**src/rtl/serial_adder.sv**
```systemverilog
// serial_adder: digit-serial adder with valid/ready handshakes.
// Adds two WIDTH-bit operands plus carry-in, DIGIT bits per clock, LSB digit first,
// reusing one DIGIT-wide adder slice over N = WIDTH/DIGIT cycles.
// Optional feature macro: SERIAL_ADDER_SUB_EN adds a 'sub' input that turns the
// operation into a-b (B latched inverted, initial carry forced to 1, cin ignored).
module serial_adder #(
  parameter int WIDTH = 8,
  parameter int DIGIT = 1
) (
  input  logic             clk,
  input  logic             rst_n,
  input  logic             in_valid,
  output logic             in_ready,
  input  logic [WIDTH-1:0] a,
  input  logic [WIDTH-1:0] b,
  input  logic             cin,
`ifdef SERIAL_ADDER_SUB_EN
  input  logic             sub,
`endif
  output logic             out_valid,
  input  logic             out_ready,
  output logic [WIDTH-1:0] s,
  output logic             c,
  output logic             ovf
);

  // Parameter legality: DIGIT must divide WIDTH, WIDTH at least 2.
  generate
    if ((WIDTH < 2) || (DIGIT < 1) || (DIGIT > WIDTH) || ((WIDTH % DIGIT) != 0)) begin : g_bad_params
      $error("serial_adder: illegal parameters, need WIDTH >= 2 and DIGIT dividing WIDTH");
    end
  endgenerate

  localparam int N    = WIDTH / DIGIT;
  localparam int CW   = (N > 1) ? $clog2(N) : 1;
  localparam int LAST = N - 1;

  typedef enum logic [1:0] {
    ST_IDLE = 2'd0,
    ST_RUN  = 2'd1,
    ST_DONE = 2'd2
  } state_t;

  // One DIGIT-wide slice: {carry_out, digit_sum}.
  function automatic logic [DIGIT:0] slice_add(input logic [DIGIT-1:0] x,
                                               input logic [DIGIT-1:0] y,
                                               input logic             ci);
    return {1'b0, x} + {1'b0, y} + {{DIGIT{1'b0}}, ci};
  endfunction

  // Carry entering the top bit of the slice, recovered from that bit's sum.
  function automatic logic msb_carry_in(input logic x_msb,
                                        input logic y_msb,
                                        input logic d_msb);
    return x_msb ^ y_msb ^ d_msb;
  endfunction

  state_t           state_r;
  state_t           state_nx;
  logic [WIDTH-1:0] a_r;
  logic [WIDTH-1:0] b_r;
  logic [WIDTH-1:0] sum_r;
  logic             carry_r;
  logic             c_r;
  logic             ovf_r;
  logic [CW-1:0]    cnt_r;
  logic             in_ready_r;
  logic             out_valid_r;

  logic [WIDTH-1:0] b_load_s;
  logic             carry_load_s;
  logic [DIGIT:0]   slice_s;
  logic [DIGIT-1:0] digit_s;
  logic             cy_s;
  logic             cmsb_s;
  logic [WIDTH-1:0] sum_nx_s;
  logic             last_s;

  // Operand conditioning at acceptance (optional subtract: invert B, carry 1).
  always_comb begin
    b_load_s     = b;
    carry_load_s = cin;
`ifdef SERIAL_ADDER_SUB_EN
    if (sub) begin
      b_load_s     = ~b;
      carry_load_s = 1'b1;
    end else begin
      b_load_s     = b;
      carry_load_s = cin;
    end
`endif
  end

  // Slice arithmetic and the shifted-in sum for the current RUN cycle.
  always_comb begin
    slice_s  = slice_add(a_r[DIGIT-1:0], b_r[DIGIT-1:0], carry_r);
    digit_s  = slice_s[DIGIT-1:0];
    cy_s     = slice_s[DIGIT];
    cmsb_s   = msb_carry_in(a_r[DIGIT-1], b_r[DIGIT-1], digit_s[DIGIT-1]);
    sum_nx_s = (sum_r >> DIGIT) | (WIDTH'(digit_s) << (WIDTH - DIGIT));
    last_s   = (cnt_r == CW'(LAST));
  end

  // Next-state logic of the IDLE/RUN/DONE controller.
  always_comb begin
    state_nx = state_r;
    case (state_r)
      ST_IDLE: begin
        if (in_valid) begin
          state_nx = ST_RUN;
        end else begin
          state_nx = ST_IDLE;
        end
      end
      ST_RUN: begin
        if (last_s) begin
          state_nx = ST_DONE;
        end else begin
          state_nx = ST_RUN;
        end
      end
      ST_DONE: begin
        if (out_ready) begin
          state_nx = ST_IDLE;
        end else begin
          state_nx = ST_DONE;
        end
      end
      default: state_nx = ST_IDLE;
    endcase
  end

  // State register plus registered handshake flags derived from the next state.
  always_ff @(posedge clk or negedge rst_n) begin
    if (!rst_n) begin
      state_r     <= ST_IDLE;
      in_ready_r  <= 1'b1;
      out_valid_r <= 1'b0;
    end else begin
      state_r     <= state_nx;
      in_ready_r  <= (state_nx == ST_IDLE);
      out_valid_r <= (state_nx == ST_DONE);
    end
  end

  // Datapath: latch operands on acceptance, shift one digit per RUN cycle.
  always_ff @(posedge clk or negedge rst_n) begin
    if (!rst_n) begin
      a_r     <= '0;
      b_r     <= '0;
      sum_r   <= '0;
      carry_r <= 1'b0;
      c_r     <= 1'b0;
      ovf_r   <= 1'b0;
      cnt_r   <= '0;
    end else begin
      case (state_r)
        ST_IDLE: begin
          if (in_valid) begin
            a_r     <= a;
            b_r     <= b_load_s;
            carry_r <= carry_load_s;
            cnt_r   <= '0;
          end
        end
        ST_RUN: begin
          a_r     <= a_r >> DIGIT;
          b_r     <= b_r >> DIGIT;
          sum_r   <= sum_nx_s;
          carry_r <= cy_s;
          if (last_s) begin
            c_r   <= cy_s;
            ovf_r <= cmsb_s ^ cy_s;
            cnt_r <= '0;
          end else begin
            cnt_r <= cnt_r + CW'(1);
          end
        end
        ST_DONE: begin
          // Result held for as long as the consumer stalls.
        end
        default: begin
          // Unreachable encodings hold the datapath; the FSM recovers to IDLE.
        end
      endcase
    end
  end

  assign in_ready  = in_ready_r;
  assign out_valid = out_valid_r;
  assign s         = sum_r;
  assign c         = c_r;
  assign ovf       = ovf_r;

endmodule
```
**config.mk**
```make
export PLATFORM = sky130hd
export DESIGN_NAME = serial_adder
export DESIGN_NICKNAME = d
export VERILOG_FILES = /design/src/rtl/serial_adder.sv
export SDC_FILE = /design/constraint.sdc
export NUM_CORES = 1
export LEC_CHECK = 0
export CAP_MARGIN = 5
export CORE_MARGIN = 3
export CORE_UTILIZATION = 51
export CTS_BUF_LIST = sky130_fd_sc_hd__clkbuf_8
export CTS_CLUSTER_SIZE = 16
export DETAILED_ROUTE_END_ITERATION = 16
export PLACE_DENSITY_LB_ADDON = 0.2
export SYNTH_ARGS = -nofsm -noshare
export SYNTH_HDL_FRONTEND = slang
export SYNTH_SLANG_ARGS = --single-unit
```
**constraint.sdc**
```tcl
create_clock -name clk -period 2 [get_ports clk]
set_input_delay 0.2 -clock clk [delete_from_list [all_inputs] [get_ports clk]]
set_output_delay 0.2 -clock clk [all_outputs]
set_load 0.01 [all_outputs]
```
==> impl_metrics.toml <==
[synthesis]
syn_area_um2 = 1500
netlist.area_leader.share_pct = 55.2
synthTopCellsByArea = "dfrtp_1 (55%), a2bb2oi_1 (8.2%), nand2_1 (7.5%)"
yosys.cell_types.count = 30
synth_area_per_cell_um2 = 11.2
synth_top_cell_by_area = "dfrtp_1"
yosys_warnings = 0
ys_ff_latch = 34
yosysSeqAreaShare_pct = 57.0
syn-instance-count = 133
syn_nets = 157

[clocking]
cts_setup_buffers = 0
clk_latency_ns = 0.28
ctsResizeCount = 0
clock-root-buffer = "clkbuf_8"
cts.path.max_buffers = 2
cts_hold_buf = 0
cts_tree = "yes"
cts_max_level = 2
cts_buffers = 5
cts_sinks = 34
path_clk_slew_ns = 0.07

[power_and_ir_drop]
ir_drop_mv = 1.23
p_leak_nw = 0.864
cellPowerDensity_nw_per_um2 = 1590

[die]
die-height_um = 60.1
ios = 33
dieWidth_um = 60.1
rows = 19
dieArea_um2 = 3620
initial_utilization_pct = 53.8
core_um2 = 2780

[grt]
grt_antenna_before_repair = 0
grt_overflow = 0
grt_pass1_wl_um = 4470
grt_max_degree = 35
grt_pass1_vias = 985
grt_util_all_layers_pct = 16.9

[cells_and_area]
diodes = 0
layout.nets = 189
final.fill_count = 235
fin_area_um2 = 1900
drive_above_1_share_pct = 9.64
syn_to_final_growth_pct = 26.8

[drt]
vias = 1109
totalWireLength_um = 2770
firstDrtPassIters = 4
wl_per_cell_um = 14.1
antenna_left = 0
drc = 0
drtIter0Drc = 39
routed_via_density = 5.63

[timing]
fin_crit_ns = 1.66
hold-worst-slack_ns = 0.317
timing.final.setup_violations = 0
timing.final.crit_share_pct = 83.0
finClkSkew_ns = 0.00527
worstMarginPinSlew_ns = 0.462
final_hold_viol_count = 0
slew-limit-headroom_pct = 69.2
slew_viol_final = 0
rsz0062_at_grt = "no"
fmax_mhz = 603
fin_setup_tns_ns = 0

[critical_path]
path_max_fanout = 3
end_kind = "register"
cp.required_ns = 2.16
rr_worst_depth = 4
arrival_ns = 1.82
cp-start-kind = "register"
critPathKind = "register to register"

[placed_design]
placed_cell_area_um2 = 1800
gp_congestion = 0.711
io_buffers = 32
dp_hpwl_um = 1970

[min_path]
hp-class = "primary input to async pin"

[run_status]
status = "complete, no violations"

[flow_run]
max-cap-violations = 0
-- cell usage in the layout (no fill, tap or decap), types with 2 or more instances in the layout --
cell / count
ha_1: 2
o21ai_0: 4
clkbuf_8: 6
a21oi_1: 2
clkdlybuf4s50_1: 32
a22o_1: 2
a2bb2oi_1: 14
mux2_4: 2
o22ai_1: 14
nand2b_1: 2
inv_1: 3
nor2_1: 2
dfrtp_1: 33
xnor2_1: 2
nand2_1: 30
-- metrics by stage --
| step | cells | utilization, % | worst slack (ns) | total power, mW |
|---|---|---|---|---|
| 2_1_floorplan | 133 | - | 0.408 | 2.16 |
| 3_3_place_gp | 189 | 64.9 | 0.397 | 2.48 |
| 3_5_place_dp | 189 | 64.9 | 0.360 | 2.54 |
| 4_1_cts | 197 | 68.2 | 0.337 | 3.04 |
| 5_1_grt | 197 | 68.2 | 0.266 | 3.24 |
| 6_report | 197 | 68.2 | 0.341 | 3.02 |
-- state kept, by name (all words and copies together), names as in the netlist --
register / count
c: 1
carry_r: 1
out_valid: 1
cnt_r: 3
ovf: 1
s: 8
b_r: 8
in_ready: 1
state_r: 2
a_r: 8
-- cells in the mapped netlist (all sizes together) --
library cell	count
nor2	4
mux2	2
o21bai	1
xnor2	2
a22o	2
ha	2
a2bb2oi	14
and2b	1
o31ai	1
nand2b	3
a21oi	2
fa	1
dfrtp	33
clkbuf	1
o22ai	14
o22a	1
nand2	31
dfstp	1
inv	3
o21ai	4
a22oi	1
xor2	1
buf	7
nor2b	1
-- report_power, final --
part           switching, mW  internal, mW  total (mW)  leakage (nW)
Combinational          0.568         0.717        1.29         0.405
Clock                  0.228         0.272       0.500        0.0524
Sequential             0.226          1.00        1.23         0.407
-- per-layer routing --
layer / vias up / part of all wire, % / GRT usage [%] / wire (um)
met5: - / 0 / 0 / 0
met4: 0 / 0.36 / 6.65 / 10
met3: 2 / 6.5 / 5.18 / 179
met2: 34 / 48 / 25.8 / 1340
met1: 537 / 45 / 22.3 / 1250
li1: 536 / - / - / -
-- critical path, cell delays in order (launching register included) --
cell	delay, ns
dfrtp_1	0.42
fa_1	0.59
xor2_1	0.18
xnor2_1	0.09
mux2_4	0.26
-- cells by family (layout without fill, tap and decap cells) --
family                     count (synthesis)  count (layout)  synth area share [%]
AOI/OAI and AO/OA                         40              40                  19.3
and+or+nand+nor                           40              40                  12.3
DFF                                       34              34                  57.0
buffers and inverters                     11              44                  4.60
adders and majority gates                  3               3                  3.01
xor gates and xnor gates                   3               3                  1.76
muxes                                      2               2                  2.01
-- final cells by class --
type                    count  area (um^2)  share of cell area, %
flip-flops and latches     34          852                   45.0
multi-input cells          88          574                   30.3
repair buffers             33          328                   17.3
clock buffers               6         82.6                   4.36
well taps                  31         38.8                   2.05
inverters                   3         11.3                  0.594
clock inverters             2         8.76                  0.462
-- final timing paths --
path | from | slack, ns | end
max | a_r[0]$_DFFE_PN0P_ | 0.34 | ovf$_DFFE_PN0P_
min | rst_n | 0.32 | s[1]$_DFFE_PN0N_
max reg2reg | a_r[0]$_DFFE_PN0P_ | 0.34 | ovf$_DFFE_PN0P_
min reg2reg | s[0]$_DFFE_PN0N_ | 0.48 | s[0]$_DFFE_PN0N_
max in group asynchronous | rst_n | 1.35 | in_ready$_DFF_PN1_
min in group clk | b[7] | 0.47 | b_r[7]$_DFFE_PN0P_
No activity file was read; power rests on OpenSTA's default activity.
==> RTL change 1 (same settings) <==
Build with the macro `SERIAL_ADDER_SUB_EN` defined.
--- a/src/rtl/serial_adder.sv
+++ b/src/rtl/serial_adder.sv
@@ -5,2 +5,4 @@
 // operation into a-b (B latched inverted, initial carry forced to 1, cin ignored).
+`define SERIAL_ADDER_SUB_EN
+
 module serial_adder #(
Ports: changed (added sub); port bits go from 33 to 34. The function was not compared with the original's and may differ.
==> RTL change 1 against the unedited design <==
Die area up 11%. Routed wire length up 27%. Critical path depth unchanged. Worst setup slack improved by 0.013 ns. Area after synthesis grew 12%. Largest power group unchanged. Power fell by 0.74%. Cell area rose by 14%. Sequential cell count unchanged.
==> RTL change 1: results (changes against the unedited design) <==
result of the run finished, final reports clean (unchanged); M3 GR Usage 0.0660 (was 0.0518); detailed-routed wire length on met2 1820 um (was 1340 um); placer's final routability congestion estimate 0.778 (was 0.711); Routed met1 length 1470 um (was 1250 um); met1 Usage GRT 0.219 (was 0.223); number of detailed-routing iterations run before antenna repair 4 (unchanged); vias in the first global route 1317 (was 985); proportion of layout cells with a drive suffix above 1 0.161 (was 0.0964); CTS Root Cell sky130_fd_sc_hd__clkbuf_8 (unchanged); XOR/XNOR share of the synthesized area 0.0577 (was 0.0176); number of distinct library cells after synthesis 29 (was 30); total number of nets in the final design 217 (was 189); adder-cell share of the synthesized area 0.0270 (was 0.0301); global-route usage over all layers 0.198 (was 0.169); post-CTS setup repair buffer count 0 (unchanged); number of vias per cell 5.31 (was 5.63); complex-gate fraction of the synthesized area 0.190 (was 0.193); proportion of synthesized flip-flops having asynchronous set or reset 1.00 (unchanged); Hold WC Path Type in -> async (unchanged); routed wire length per instance 14.8 um (was 14.1 um); top cell types by occurrence after synthesis sky130_fd_sc_hd__dfrtp_1 (33), sky130_fd_sc_hd__a21oi_1 (15), sky130_fd_sc_hd__a22oi_1 (14) (was sky130_fd_sc_hd__dfrtp_1 (33), sky130_fd_sc_hd__nand2_1 (30), sky130_fd_sc_hd__a2bb2oi_1 (14), sky130_fd_sc_hd__o22ai_1 (14)); Static Leak 0.939 nW (was 0.864 nW); number of synthesis warnings 0 (unchanged); number of buffers added on ports 33 (was 32); Max rail drop VDD 0.962 mV (was 1.23 mV); highest signal layer in the routed design met4 (unchanged); drt initial violations 44 (was 39); post-route insts no fill 237 (was 197); clock-pin slew reported for the worst setup and hold paths after clock tree synthesis 0.07 ns (about the same); first-pass GRT wire length 6090 um (was 4470 um); fraction of synthesized area in multiplexers 0.0674 (was 0.0201); syn_nets 177 (was 157); Detail Placement HPWL 2570 um (was 1970 um); Rel. slew slack 0.701 (was 0.692); cell count after placement 229 (was 189); arrival time at the worst endpoint 1.82 ns (about the same); cell types occupying the most area after synthesis sky130_fd_sc_hd__dfrtp_1 (49%), sky130_fd_sc_hd__a22oi_1 (6.3%), sky130_fd_sc_hd__nor2b_1 (4.9%) (was sky130_fd_sc_hd__dfrtp_1 (55%), sky130_fd_sc_hd__a2bb2oi_1 (8.2%), sky130_fd_sc_hd__nand2_1 (7.5%)); number of levels the H-tree was split into 2 (unchanged); skew final 0.00476 ns (was 0.00527 ns); sequential share of the synthesized area 0.510 (was 0.570); largest fanout of any net on the critical path 4 (was 3); met2 track utilization from global routing 0.348 (was 0.258); count of mapped cells out of synthesis 152 (was 133); Crit Reg-Reg Endpoint ovf (unchanged); register-to-register setup slack 0.35 ns; final number of max-transition violations 0 (unchanged); DR WL met3 157 um (was 179 um); number of antenna violations at the first check in global routing 0 (unchanged); quantity of gates resized following cts 0 (unchanged)
## RTL change 1: power by group
group | internal, mW | switching (mW) | total, mW | leakage, nW
clock | 0.272 | 0.242 | 0.514 | 0.0524
sequential | 0.982 | 0.193 | 1.17 | 0.428
combinational | 0.718 | 0.586 | 1.30 | 0.458
## RTL change 1: cell families (layout without fill, tap and decap cells)
logic type               count (synthesis)  count (layout)
AO/OA/AOI/OAI                           52              52
flip-flops                              34              34
multiplexers                            10              10
XOR/XNOR                                11              11
AND/OR/NAND/NOR                         31              31
buffers and inverters                   11              52
adder cells (fa/ha/maj)                  3               3
## RTL change 1: cell type report
cell class              count  area, um^2
clock buffers               6        82.6
clock inverters             2        8.76
fillers                   242         918
inverters                   1        3.75
multi-input cells         107         752
flip-flops and latches     34         852
well taps                  44        55.1
repair buffers             43         405
## RTL change 1: worst max-delay path: stages (launching register included)
cell and delay [ns]:
sky130_fd_sc_hd__dfrtp_1 0.43, sky130_fd_sc_hd__fa_1 0.58, sky130_fd_sc_hd__xor2_1 0.18, sky130_fd_sc_hd__xnor2_1 0.09, sky130_fd_sc_hd__mux2_2 0.25
## RTL change 1: how the worst max path moves through the flow
stage	start	endpoint	depth (start not counted)	slack, ns
6_report	a_r[0]	ovf	4	0.35
5_1_grt	a_r[0]	ovf	4	0.32
2_1_floorplan	a_r[0]	ovf	4	0.42
3_5_place_dp	a_r[0]	ovf	4	0.36
4_1_cts	a_r[0]	ovf	4	0.34
3_3_place_gp	a_r[0]	ovf	4	0.39
## RTL change 1: metrics by stage
step           hold WS (ns)  worst slack, ns  instance area, um^2
2_1_floorplan       -0.0956            0.417                 1670
3_3_place_gp          0.466            0.387                 2070
3_5_place_dp          0.481            0.364                 2070
4_1_cts               0.318            0.344                 2160
5_1_grt               0.346            0.317                 2160
6_report              0.309            0.354                 2160
==> RTL change 2 (config.mk and constraints unchanged) <==
Made on the original files. Put one more register stage on the output `ovf`, cleared by the reset. The value now appears one clock later. The other outputs are not delayed to match.
--- a/src/rtl/serial_adder.sv
+++ b/src/rtl/serial_adder.sv
@@ -192,3 +192,9 @@
   assign c         = c_r;
-  assign ovf       = ovf_r;
+  always_ff @(posedge clk or negedge rst_n) begin
+    if (!rst_n) begin
+      ovf <= '0;
+    end else begin
+      ovf <= ovf_r;
+    end
+  end
 
Check against the original RTL: not equivalent (a bounded check fails within 10 cycles, from zero or initial values and one cycle with rst_n low).
==> RTL change 2 against the unedited design <==
Cell area rose by 1.8%. Power up 2.8%. Worst setup slack lost 0.015 ns. First-iteration DRC count rose by 72%. Global-route usage grew 1.2 points. Sequential cell count increased by 1. Area after synthesis grew 1.4%. Routed wire length rose by 3.7%.
==> RTL change 2: results (changes against the unedited design) <==
number of synthesis warnings 0 (unchanged); CTS Root Cell sky130_fd_sc_hd__clkbuf_8 (unchanged); clock insertion delay at the later pin of the skew report 0.28 ns (about the same); antenna diode instance count 0 (unchanged); routed wire length per instance 14.5 um (was 14.1 um); global-route usage over all layers 0.181 (was 0.169); Max rail drop VDD 0.957 mV (was 1.23 mV); result of the run finished, final reports clean (unchanged); DRT Wirelength 2880 um (was 2770 um); sequential share of the synthesized area 0.578 (was 0.570); number of antenna violations at the first check in global routing 0 (unchanged); arrival time at the worst endpoint 1.84 ns (was 1.82 ns); synthesized area per cell 11.3 um^2 (was 11.2 um^2); skew final 0.00618 ns (was 0.00527 ns); cell types occupying the most area after synthesis sky130_fd_sc_hd__dfrtp_1 (56%), sky130_fd_sc_hd__a2bb2oi_1 (8.1%), sky130_fd_sc_hd__nand2_1 (7.4%) (was sky130_fd_sc_hd__dfrtp_1 (55%), sky130_fd_sc_hd__a2bb2oi_1 (8.2%), sky130_fd_sc_hd__nand2_1 (7.5%)); proportion of synthesized flip-flops having asynchronous set or reset 1.00 (unchanged); number of vias per cell 5.62 (was 5.63); clock-pin slew reported for the worst setup and hold paths after clock tree synthesis 0.07 ns (about the same); first-pass GRT wire length 4890 um (was 4470 um); Detail Placement HPWL 1980 um (was 1970 um); syn_nets 158 (was 157); transition at the pin with the smallest max-transition slack 0.466 ns (was 0.462 ns); number of distinct library cells after synthesis 29 (was 30); top cell types by occurrence after synthesis sky130_fd_sc_hd__dfrtp_1 (34), sky130_fd_sc_hd__nand2_1 (30), sky130_fd_sc_hd__a2bb2oi_1 (14), sky130_fd_sc_hd__o22ai_1 (14), sky130_fd_sc_hd__o21ai_0 (4) (was sky130_fd_sc_hd__dfrtp_1 (33), sky130_fd_sc_hd__nand2_1 (30), sky130_fd_sc_hd__a2bb2oi_1 (14), sky130_fd_sc_hd__o22ai_1 (14)); proportion of layout cells with a drive suffix above 1 0.0898 (was 0.0964); drt initial violations 67 (was 39); total number of nets in the final design 190 (was 189); placer's final routability congestion estimate 0.769 (was 0.711); number of detailed-routing iterations run before antenna repair 4 (unchanged); Static Leak 0.877 nW (was 0.864 nW); vias in the first global route 1114 (was 985); pin count of the biggest net entering global routing 36 (was 35)
-- RTL change 2: final timing paths --
| path | start | endpoint | slack, ns | cells past startpoint |
|---|---|---|---|---|
| min | rst_n | b_r[1] | 0.33 | 2 |
| max | a_r[0] | ovf_r | 0.33 | 4 |
| max reg2reg | a_r[0] | ovf_r | 0.33 | 4 |
| min reg2reg | ovf_r | ovf | 0.38 | 0 |
| min in group clk | ovf_r | ovf | 0.38 | 0 |
| max in group asynchronous | rst_n | in_ready | 1.34 | 2 |
-- RTL change 2: cell type report --
cell class              instances  area, um^2
well taps                      31        38.8
repair buffers                 33         328
clock buffers                   7        96.3
multi-input cells              88         572
inverters                       3        11.3
fillers                       224         875
clock inverters                 1        7.51
flip-flops and latches         35         877
-- RTL change 2: through the flow --
stage	worst slack, ns	instance area, um^2
after CTS	0.321	1930
after global placement	0.389	1830
after global routing	0.289	1930
after detailed placement	0.338	1830
after floorplan	0.408	1520
final	0.326	1930
-- RTL change 2: where the power goes --
group          internal [mW]  switching [mW]  leakage, nW
clock network          0.313           0.243       0.0505
registers               1.03           0.219        0.419
logic                  0.716           0.576        0.407
-- RTL change 2: kinds of logic after synthesis --
logic type / count (synthesis) / share of synthesized area
muxes: 2 / 0.0198
buffers and inverters: 11 / 0.0445
adders and majority gates: 3 / 0.0297
AOI/OAI and AO/OA: 40 / 0.191
DFF: 35 / 0.578
xor gates and xnor gates: 3 / 0.0173
and+or+nand+nor: 40 / 0.120
-- RTL change 2: layer usage --
layer  global-route usage  vias up  wire (um)
li1                     -      536          -
met1                0.228      542       1250
met2                0.301       32       1420
met3               0.0638        3        183
met4               0.0464        0         19
met5                    0        -          0
